==> src/rtl/stream_pattern_src.sv <==
// Burst pattern source: emits len beats of an incrementing payload starting at seed,
// with optional idle gaps between beats, on a valid/ready stream.
module stream_pattern_src #(
    parameter int unsigned DataWidth = 32,
    parameter int unsigned LenWidth  = 16
) (
    input  logic                 clk_i,
    input  logic                 rst_i,
    input  logic                 start_i,
    input  logic [LenWidth-1:0]  len_i,
    input  logic [LenWidth-1:0]  gap_i,
    input  logic [DataWidth-1:0] seed_i,
    output logic                 valid_o,
    input  logic                 ready_i,
    output logic [DataWidth-1:0] data_o,
    output logic                 last_o,
    output logic                 busy_o,
    output logic                 done_o
);

    typedef enum logic [1:0] {StIdle, StSend, StGap, StDone} state_e;

    state_e               state_q;
    logic [LenWidth-1:0]  remaining_q;
    logic [LenWidth-1:0]  gap_len_q;
    logic [LenWidth-1:0]  gap_cnt_q;
    logic                 valid_q;
    logic                 last_q;
    logic                 busy_q;
    logic                 done_q;
    logic [DataWidth-1:0] data_q;

    always_ff @(posedge clk_i) begin
        if (rst_i) begin
            state_q     <= StIdle;
            remaining_q <= '0;
            gap_len_q   <= '0;
            gap_cnt_q   <= '0;
            valid_q     <= 1'b0;
            last_q      <= 1'b0;
            busy_q      <= 1'b0;
            done_q      <= 1'b0;
            data_q      <= '0;
        end else begin
            case (state_q)
                StIdle: begin
                    done_q <= 1'b0;
                    if (start_i) begin
                        gap_len_q <= gap_i;
                        busy_q    <= 1'b1;
                        if (len_i != '0) begin
                            state_q     <= StSend;
                            valid_q     <= 1'b1;
                            data_q      <= seed_i;
                            remaining_q <= len_i;
                            last_q      <= (len_i == LenWidth'(1));
                        end else begin
                            state_q <= StDone;
                            done_q  <= 1'b1;
                        end
                    end
                end
                StSend: begin
                    // Outputs only move on a handshake, so a stall holds them stable.
                    if (ready_i) begin
                        if (remaining_q == LenWidth'(1)) begin
                            state_q <= StDone;
                            valid_q <= 1'b0;
                            last_q  <= 1'b0;
                            done_q  <= 1'b1;
                        end else begin
                            remaining_q <= remaining_q - LenWidth'(1);
                            if (gap_len_q == '0) begin
                                data_q <= data_q + DataWidth'(1);
                                last_q <= (remaining_q == LenWidth'(2));
                            end else begin
                                state_q   <= StGap;
                                valid_q   <= 1'b0;
                                last_q    <= 1'b0;
                                gap_cnt_q <= gap_len_q;
                            end
                        end
                    end
                end
                StGap: begin
                    // Payload advances on gap exit so the next beat is previous + 1.
                    if (gap_cnt_q == LenWidth'(1)) begin
                        state_q <= StSend;
                        valid_q <= 1'b1;
                        data_q  <= data_q + DataWidth'(1);
                        last_q  <= (remaining_q == LenWidth'(1));
                    end else begin
                        gap_cnt_q <= gap_cnt_q - LenWidth'(1);
                    end
                end
                StDone: begin
                    state_q <= StIdle;
                    done_q  <= 1'b0;
                    busy_q  <= 1'b0;
                end
                default: begin
                    state_q <= StIdle;
                    valid_q <= 1'b0;
                    last_q  <= 1'b0;
                    busy_q  <= 1'b0;
                    done_q  <= 1'b0;
                end
            endcase
        end
    end

    assign valid_o = valid_q;
    assign data_o  = data_q;
    assign last_o  = last_q;
    assign busy_o  = busy_q;
    assign done_o  = done_q;

endmodule
==> config.mk <==
export PLATFORM = sky130hd
export DESIGN_NAME = stream_pattern_src
export DESIGN_NICKNAME = d
export VERILOG_FILES = /design/src/rtl/stream_pattern_src.sv
export SDC_FILE = /design/constraint.sdc
export NUM_CORES = 1
export LEC_CHECK = 0
export BUFFER_PORTS_ARGS = -buffer_cell sky130_fd_sc_hd__buf_2
export CORE_ASPECT_RATIO = 0.9
export CORE_MARGIN = 2
export CORE_UTILIZATION = 55
export CTS_CLUSTER_DIAMETER = 80
export CTS_CLUSTER_SIZE = 20
export DETAILED_ROUTE_END_ITERATION = 12
export PLACE_DENSITY = 0.8
export SLEW_MARGIN = 40
export SYNTH_ARGS = -nofsm -noshare
export SYNTH_HDL_FRONTEND = slang
export SYNTH_SLANG_ARGS = --single-unit
==> constraint.sdc <==
create_clock -name clk_i -period 3.9 [get_ports clk_i]
set_input_delay 1.17 -clock clk_i [delete_from_list [all_inputs] [get_ports clk_i]]
set_output_delay 1.17 -clock clk_i [all_outputs]
set_load 0.01 [all_outputs]
; After elaboration in Yosys (flattened, before gate mapping)
; Index checks and enable logic that the tools add are counted.
[totals]
reg_bits = 86
inputBits = 68
output_inout_bits = 36
wordCells = 91
[op_classes]
add_sub_neg = 3
eq_ne = 17
mux = 45
n_reduce_logical = 17
[op_table]
columns = op, count
row1 = 2-to-1 mux 32 bit, 6
row2 = 2-to-1 mux 16 bit, 8
row3 = case mux 32 bit (3 select lines), 1
row4 = case mux 16 bit (2 select lines), 2
row5 = equality test 16 x 1 -> 1 bit (second input constant), 3
row6 = adder 32 x 1 -> 32 bit (second input constant), 1
row7 = subtractor 16 x 1 -> 16 bit (second input constant), 2
row8 = inequality test 2 bit (second input constant), 9
row9 = 2-to-1 mux 1 bit, 17
row10 = equality test 16 x 2 -> 1 bit (second input constant), 1
row11 = zero test 16 bit, 1
row12 = nonzero test 16 bit, 1
row13 = AND reduction 5 bit, 3
row14 = 2-to-1 mux 2 bit, 6
row15 = case mux 1 bit (3 select lines), 3
row16 = case mux 2 bit (4 select lines), 1
row17 = AND reduction 7 bit, 1
row18 = AND reduction 6 bit, 1
row19 = nonzero test 2 bit, 3
row20 = nonzero test 3 bit, 2
row21 = equality test 2 bit (second input constant), 2
row22 = AND reduction 2 bit, 2
row23 = AND reduction 4 bit, 1
row24 = inequality test 3 bit (second input constant), 1
row25 = other kinds (4), 4

; Depth between registers and ports, before layout
; Gate-level depths: netlist of the first run.
[logic_depth]
ltp_word = 5
ltp_mapped = 10
depth_no_buf = 8

; Worst setup path before layout of the first run
; Ideal clock, no wire load.
[synth_path]
path_kind = input to register
from = input len_i[10]
to = register remaining_q[11]
setup_time_ns = 0.092
arrival_ns = 2.894
setup_slack_ns = 0.914
path_stages = 8
path_cell_list = or4_1 > nor4_2 > a21o_1 > clkbuf_1 > a22o_2 > buf_4 > a21oi_1 > o32ai_1
[synth_via]
elab_chain_len = 3
[synth_lines]
columns = element, line
row1 = "start, declared", 10  ; input logic [LenWidth-1:0] len_i,
row2 = nonzero test 16 bit, 51  ; if (len_i != '0) begin
row3 = inequality test 2 bit (no source line), --
row4 = AND reduction 5 bit (no source line), --
row5 = "end signal, assigned", 55  ; remaining_q <= len_i;
row6 = "end signal, assigned", 72  ; remaining_q <= remaining_q - LenWidth'(1);
row7 = "end, declared", 24  ; logic [LenWidth-1:0] remaining_q;
; No other way between the ends.
; A chain may end at the register's enable or synchronous reset.

; Final worst setup path of the first run
[layout_path]
from = register state_q[1]
to = register data_q[0], in the netlist data_o[0]
[layout_via]
elab_chain_len = 3
elab_cells_between_ends = 12
cone_classes = eq/ne (8) / mux (1) / reduce/logical (3)
[layout_lines]
columns = element, line
row1 = "start, declared", 23  ; state_e state_q;
row2 = "start signal, assigned", 35  ; state_q <= StIdle;
row3 = "start signal, assigned", 52  ; state_q <= StSend;
row4 = "start signal, assigned", 58  ; state_q <= StDone;
row5 = equality test 2 x 1 -> 1 bit (tied with other cells), 45  ; case (state_q)
row6 = inequality test 2 bit (no source line) or nonzero test 3 bit (tied branches), --
row7 = AND reduction 7 bit (no source line), --
row8 = "end signal, assigned", 54  ; data_q <= seed_i;
row9 = "end signal, assigned", 74  ; data_q <= data_q + DataWidth'(1);
row10 = "end signal, assigned", 90  ; data_q <= data_q + DataWidth'(1);
row11 = "end, declared", 31  ; logic [DataWidth-1:0] data_q;
; Several ways; a longest one is shown, not always the timed one.

==> flow_summary.yaml, run 1 <==
place:
  port_buffers: 103
  place.detailed.hpwl_um: 10100
  gp_congestion: 0.953
  pre_cts_ws_ns: 0.589
floorplan:
  ios: 104
  start_util_pct: 56.9
  die_x_um: 107
  rows: 33
  design.die.area_um2: 10300
  die_h_um: 96.4
  coreArea_um2: 9170
sta:
  final_max_slew_viol_count: 0
  max_slew_margin_pct: 43.5
  tns_ns: 0
  rsz0062_at_grt: "false"
  finalCritPeriodShare_pct: 77.3
  fin_hold_ws_ns: 0.477
  final-hold-violation-count: 0
  worst_slew_pin_slew_ns: 0.841
  fin_skew_ns: 0.0126
  fin_crit_ns: 3.02
  finalSetupViolations: 0
  setup_ws_ns: 0.884
  max_freq_mhz: 332
layout:
  layout.nets: 851
  diodes: 0
  drive_above_1_share_pct: 20.2
  syn2layout_area_growth_pct: 14.7
logic_synthesis:
  ys_ff_latch: 86
  ys_seq_area_share_pct: 33.0
  syn_area_per_cell_um2: 7.50
  synth-edff-count: 0
  syn-cell-area_um2: 5210
  ys_types: 64
  syn-num-nets: 773
  synthCells: 695
  yosysWarnings: 0
  ys.flop_type: "dfxtp_1"
  synthArstFlopShare_pct: 0
pwr:
  p_sw_mw: 2.58
  p_clk_share_pct: 12.3
  p_comb_share_pct: 58.3
  internal_power_mw: 2.61
  switching_share_pct: 49.6
  power.leakage_nw: 2.31
  p_seq_share_pct: 29.3
  p_per_area_nw_per_um2: 868
  ir_drop_mv: 0.543
clocking:
  post_cts_buffers: 0
  ctsHoldBuffers: 0
  cts_buffers: 9
  cts_resized: 0
  numClockSinks: 86
  clockBufferDepth: 2
  cts_tree: "done"
  cts_root_buf: "clkbuf_8"
  clkLatencyLatePin_ns: 0.37
  h-tree-depth: 3
  clk_pin_slew_ns: 0.09
route:
  routed_wirelength_um: 14800
  drt-initial-drc-count: 333
  avgRoutedWirePerCell_um: 16.5
  drt_pass1_iterations: 5
  drc: 0
  ant_nets: 0
  viasPerCell: 6.33
  via_count: 5695
grt:
  grt_use_total_pct: 28.1
  grt_pass1_wl_um: 23700
  grt_max_degree: 85
  gr-total-overflow: 0
  grt_pass1_vias: 5066
  antenna_found_initial: 0
worst_hold_path:
  min_path_type: "register to register"
  min_path_cells: 2
worst_setup_path:
  required_ns: 4.17
  path_class: "register to register"
  endpoint_kind: "register"
  crit_path_max_fanout: 26
  critPathLaunchType: "register"
  reg2reg_depth: 10
  critical_path_arrival_ns: 3.29
run_status:
  outcome: "complete, no violations"
job:
  drv_cap: 0
==> per-stage QoR <==
step	power, mW	instances	area [µm²]	utilization, %
final	5.19	900	5980	65.3
after global routing	5.60	900	5980	65.3
after CTS	5.14	900	5980	65.3
after detailed placement	4.50	884	5790	63.2
after global placement	4.37	884	5770	63.0
after floorplan	3.72	695	5210	-
==> cells in the final DEF, fill, tap and decap left out, types with 7 or more instances in the layout <==
cell type	Yosys	layout
nand4_1	9	9
nand3_1	16	16
a21oi_1	105	105
or2_2	7	7
a211oi_1	12	11
nor2_1	38	38
and3_1	7	7
a22oi_1	8	8
o21ai_0	39	39
inv_1	15	14
a21o_1	7	7
nand2_1	105	105
mux2i_1	8	8
ha_1	10	10
and2_1	7	7
o32ai_1	25	25
buf_2	4	103
nor2b_1	8	8
buf_4	4	10
dfxtp_1	86	86
nor4_1	14	14
a31oi_1	10	10
clkbuf_8	0	9
nor3_1	24	24
==> cell usage after synthesis (7+ instances only) <==
master / n / area [µm²]
ha_1: 10 / 125
o32ai_1: 25 / 219
mux2i_1: 8 / 80.1
o21ai_0: 39 / 195
a21o_1: 7 / 52.6
or2_2: 7 / 43.8
clkbuf_1: 35 / 131
a22oi_1: 8 / 60.1
nor2_1: 38 / 143
nor4_1: 14 / 87.6
nor2b_1: 8 / 50.1
nand3_1: 16 / 80.1
a211oi_1: 12 / 90.1
inv_1: 15 / 56.3
and3_1: 7 / 43.8
nand4_1: 9 / 56.3
nand2_1: 105 / 394
a31oi_1: 10 / 62.6
and2_1: 7 / 43.8
a21oi_1: 105 / 526
dfxtp_1: 86 / 1720
nor3_1: 24 / 120
==> final cells by class <==
class                      instances  area, µm²
clock inverter                     5       58.8
timing repair buffer             115        622
multi-input combinational        544       3230
clock buffer                      11        131
sequential                        86       1720
tap                              122        153
inverter                          17       65.1
fill                             844       3180
==> critical path, stage by stage, from the launching register on <==
cell	delay, ns
dfxtp_1	0.42
inv_1	0.10
ha_1	0.21
clkinv_1	0.05
buf_4	0.27
o21ai_0	0.24
or3_1	0.48
a211oi_2	0.46
buf_4	0.30
o21ai_0	0.10
a221oi_1	0.29
==> cell families after synthesis <==
logic type / share of synthesized area (%)
DFF: 33.0
muxes: 1.54
AOI/OAI and AO/OA: 29.7
buffers and inverters: 5.35
adders and majority gates: 2.40
and+or+nand+nor: 28.0
==> flip-flops by register name, indices dropped and copies added, names as in the netlist <==
signal,flops
busy_o,1
gap_cnt_q,16
done_o,1
remaining_q,16
last_o,1
valid_o,1
gap_len_q,16
data_o,32
state_q,2
==> worst paths after layout <==
path                   start              end  slack [ns]
min          remaining_q[10]  remaining_q[10]        0.48
max               state_q[1]        data_o[0]        0.88
min reg2reg  remaining_q[10]  remaining_q[10]        0.48
max reg2reg       state_q[1]        data_o[0]        0.88
==> power groups by stage <==
stage	sequential (mW)	combinational, mW	clock [mW]
floorplan	1.52	2.20	0
global placement	1.51	2.87	0
detailed placement	1.53	2.97	0
CTS	1.51	2.99	0.645
global route	1.57	3.35	0.685
finish	1.52	3.03	0.640
==> metal layers <==
| metal | share of wire, % | global-route usage (%) |
|---|---|---|
| met1 | 44 | 37.7 |
| met2 | 47 | 46.4 |
| met3 | 7.6 | 5.55 |
| met4 | 1.0 | 8.12 |
| met5 | 0 | 0 |
Power figures use the tool's default switching activity.
==> run 2: changes to the inputs <==
--- a/config.mk
+++ b/config.mk
@@ -5,6 +5,7 @@
 export SDC_FILE = /design/constraint.sdc
 export NUM_CORES = 1
 export LEC_CHECK = 0
+export ABC_AREA = 1
 export BUFFER_PORTS_ARGS = -buffer_cell sky130_fd_sc_hd__buf_2
 export CORE_ASPECT_RATIO = 0.9
 export CORE_MARGIN = 2
@@ -12,7 +13,7 @@
 export CTS_CLUSTER_DIAMETER = 80
 export CTS_CLUSTER_SIZE = 20
 export DETAILED_ROUTE_END_ITERATION = 12
-export PLACE_DENSITY = 0.8
+export PLACE_DENSITY = 0.79
 export SLEW_MARGIN = 40
 export SYNTH_ARGS = -nofsm -noshare
 export SYNTH_HDL_FRONTEND = slang
==> constraint.sdc (replaced) <==
create_clock -name clk_i -period 3.13 [get_ports clk_i]
set_input_delay 0.939 -clock clk_i [delete_from_list [all_inputs] [get_ports clk_i]]
set_output_delay 0.939 -clock clk_i [all_outputs]
set_load 0.01 [all_outputs]
==> flow_summary.yaml, run 2 <==
run_status:
  outcome: "complete, no violations"
logic_synthesis:
  ys_seq_area_share_pct: 29.6
  syn-num-nets: 1064
  synth_top_cell_area_share_pct: 29.6
  syn-cell-area_um2: 5820
  ys_types: 37
  synth-edff-count: 0
  synthTopCellsByArea: "dfxtp_1, nand2_1, nor2_1, o21ai_0, nand3_1"
  ys_ff_latch: 86
  synth_most_common_cell: "nand2_1"
  ys.flop_type: "dfxtp_1"
  synthTopCellsByCount: "nand2_1, nor2_1, o21ai_0"
  synthArstFlopShare_pct: 0
  synthCells: 986
  yosysTopAreaCell: "dfxtp_1"
  syn_area_per_cell_um2: 5.90
  yosysWarnings: 0
sta:
  tns_ns: 0
  finalSetupViolations: 0
  max_slew_margin_pct: 58.2
  fin_hold_ws_ns: 0.472
  fin_crit_ns: 2.47
  finalCritPeriodShare_pct: 79.0
  worst_slew_pin_slew_ns: 0.626
  rsz0062_at_grt: "false"
  final-hold-violation-count: 0
  setup_ws_ns: 0.658
  max_freq_mhz: 405
  final_max_slew_viol_count: 0
  fin_skew_ns: 0.00795
route:
  avgRoutedWirePerCell_um: 13.6
  viasPerCell: 5.40
  routed_wirelength_um: 16400
  drt_pass1_iterations: 5
  via_count: 6504
  drt-initial-drc-count: 497
  drc: 0
  ant_nets: 0
worst_setup_path:
  slowest_stage: "nor2_4"
  critical_path_arrival_ns: 2.71
  crit_top_cell: "nand2_1"
  cp_num_buf_inv: 4
  endpoint_kind: "register"
  path_class: "register to register"
  max_stage_delay_ns: 0.46
  critPathLaunchType: "register"
  crit_path_max_fanout: 25
  worstPathCellList: "inv_1, ha_1, inv_6, or2_1, nand2_2, inv_2, nand3_2, nor2_4, buf_8, nand2_1, nand2_1, nor2_1"
  path_delay_family: "simple AND/OR/NAND/NOR gates"
  required_ns: 3.37
layout:
  layout_commonest_cell: "nand2_1"
  drive_above_1_share_pct: 15.3
  syn2layout_area_growth_pct: 14.7
  final_cell_mix: "nand2_1, nor2_1, buf_2"
  utilization_pct: 64.9
  layout.nets: 1149
  largest_reg_flops: 32
  nFillCells: 998
  stdcell_count: 1204
  diodes: 0
grt:
  gr-total-overflow: 0
  grt_max_degree: 62
  grt_pass1_vias: 5748
  grt_use_total_pct: 29.0
  grt_pass1_wl_um: 27200
  antenna_found_initial: 0
pwr:
  ir_drop_mv: 0.500
  p_per_area_nw_per_um2: 1030
  power.leakage_nw: 3.03
place:
  place.detailed.hpwl_um: 11800
  dp.cells: 1188
  pre_cts_ws_ns: 0.442
  port_buffers: 103
  gp_congestion: 0.944
worst_hold_path:
  min_path_type: "register to register"
floorplan:
  design.die.area_um2: 11400
  die_h_um: 102
  start_util_pct: 56.6
  ios: 104
  rows: 35
  die_x_um: 112
  coreArea_um2: 10300
clocking:
  clkLatencyLatePin_ns: 0.34
  ctsHoldBuffers: 0
  clk_pin_slew_ns: 0.06
  cts_resized: 0
  clockBufferDepth: 2
  cts_root_buf: "clkbuf_16"
  cts_buffers: 9
  cts_tree: "done"
  numClockSinks: 86
  h-tree-depth: 3
  post_cts_buffers: 0
job:
  drv_cap: 0
-- run 2: cell type report --
type / count / area [µm²] / share of cell area, %
well taps: 129 / 161 / 2.42
inverters: 78 / 298 / 4.46
clock inverters: 4 / 72.6 / 1.09
flip-flops and latches: 86 / 1720 / 25.8
clock buffers: 11 / 233 / 3.49
multi-input cells: 781 / 3580 / 53.6
repair buffers: 115 / 613 / 9.18
-- run 2: final timing paths --
kind                            startpoint         end  slack [ns]  cells after the start
worst max-delay path            state_q[1]  data_o[27]        0.66                     12
worst min-delay path               valid_o     valid_o        0.47                      2
worst max register to register  state_q[1]  data_o[27]        0.66                     12
worst min register to register     valid_o     valid_o        0.47                      2
-- run 2: cell families (layout without fill, tap and decap cells) --
group | count (synthesis) | count (layout) | share of synthesized area, %
AND/OR/NAND/NOR | 590 | 590 | 42.5
buffers and inverters | 119 | 208 | 9.01
XOR/XNOR | 10 | 10 | 1.50
flip-flops | 86 | 86 | 29.6
AO/OA/AOI/OAI | 171 | 171 | 15.2
adder cells (fa/ha/maj) | 10 | 10 | 2.15
-- run 2: metal layers --
layer	global-route usage [%]	share of wire, %
met4	7.88	1.3
met3	4.91	7.6
met2	45.5	44
met1	41.7	47
met5	0	0
-- run 2: worst register-to-register path, delay by kind of cell (launching register included) --
kind	cells	cell delay, ns
adders and majority gates	1	0.25
and+or+nand+nor	7	1.11
buffers and inverters	4	0.59
DFF	1	0.42
-- run 2: through the flow --
| step | cell area [µm²] | total power, mW |
|---|---|---|
| floorplan | 5820 | 4.86 |
| global placement | 6350 | 5.64 |
| detailed placement | 6350 | 5.68 |
| CTS | 6660 | 6.84 |
| global route | 6680 | 7.56 |
| finish | 6680 | 6.90 |
-- run 2: report_power, final --
group          total, mW  leakage [nW]  switching, mW  internal (mW)
Clock               1.13         0.146          0.433          0.694
Sequential          1.93         0.710          0.452           1.48
Combinational       3.85          2.17           2.49           1.36
Total               6.90          3.03           3.37           3.53
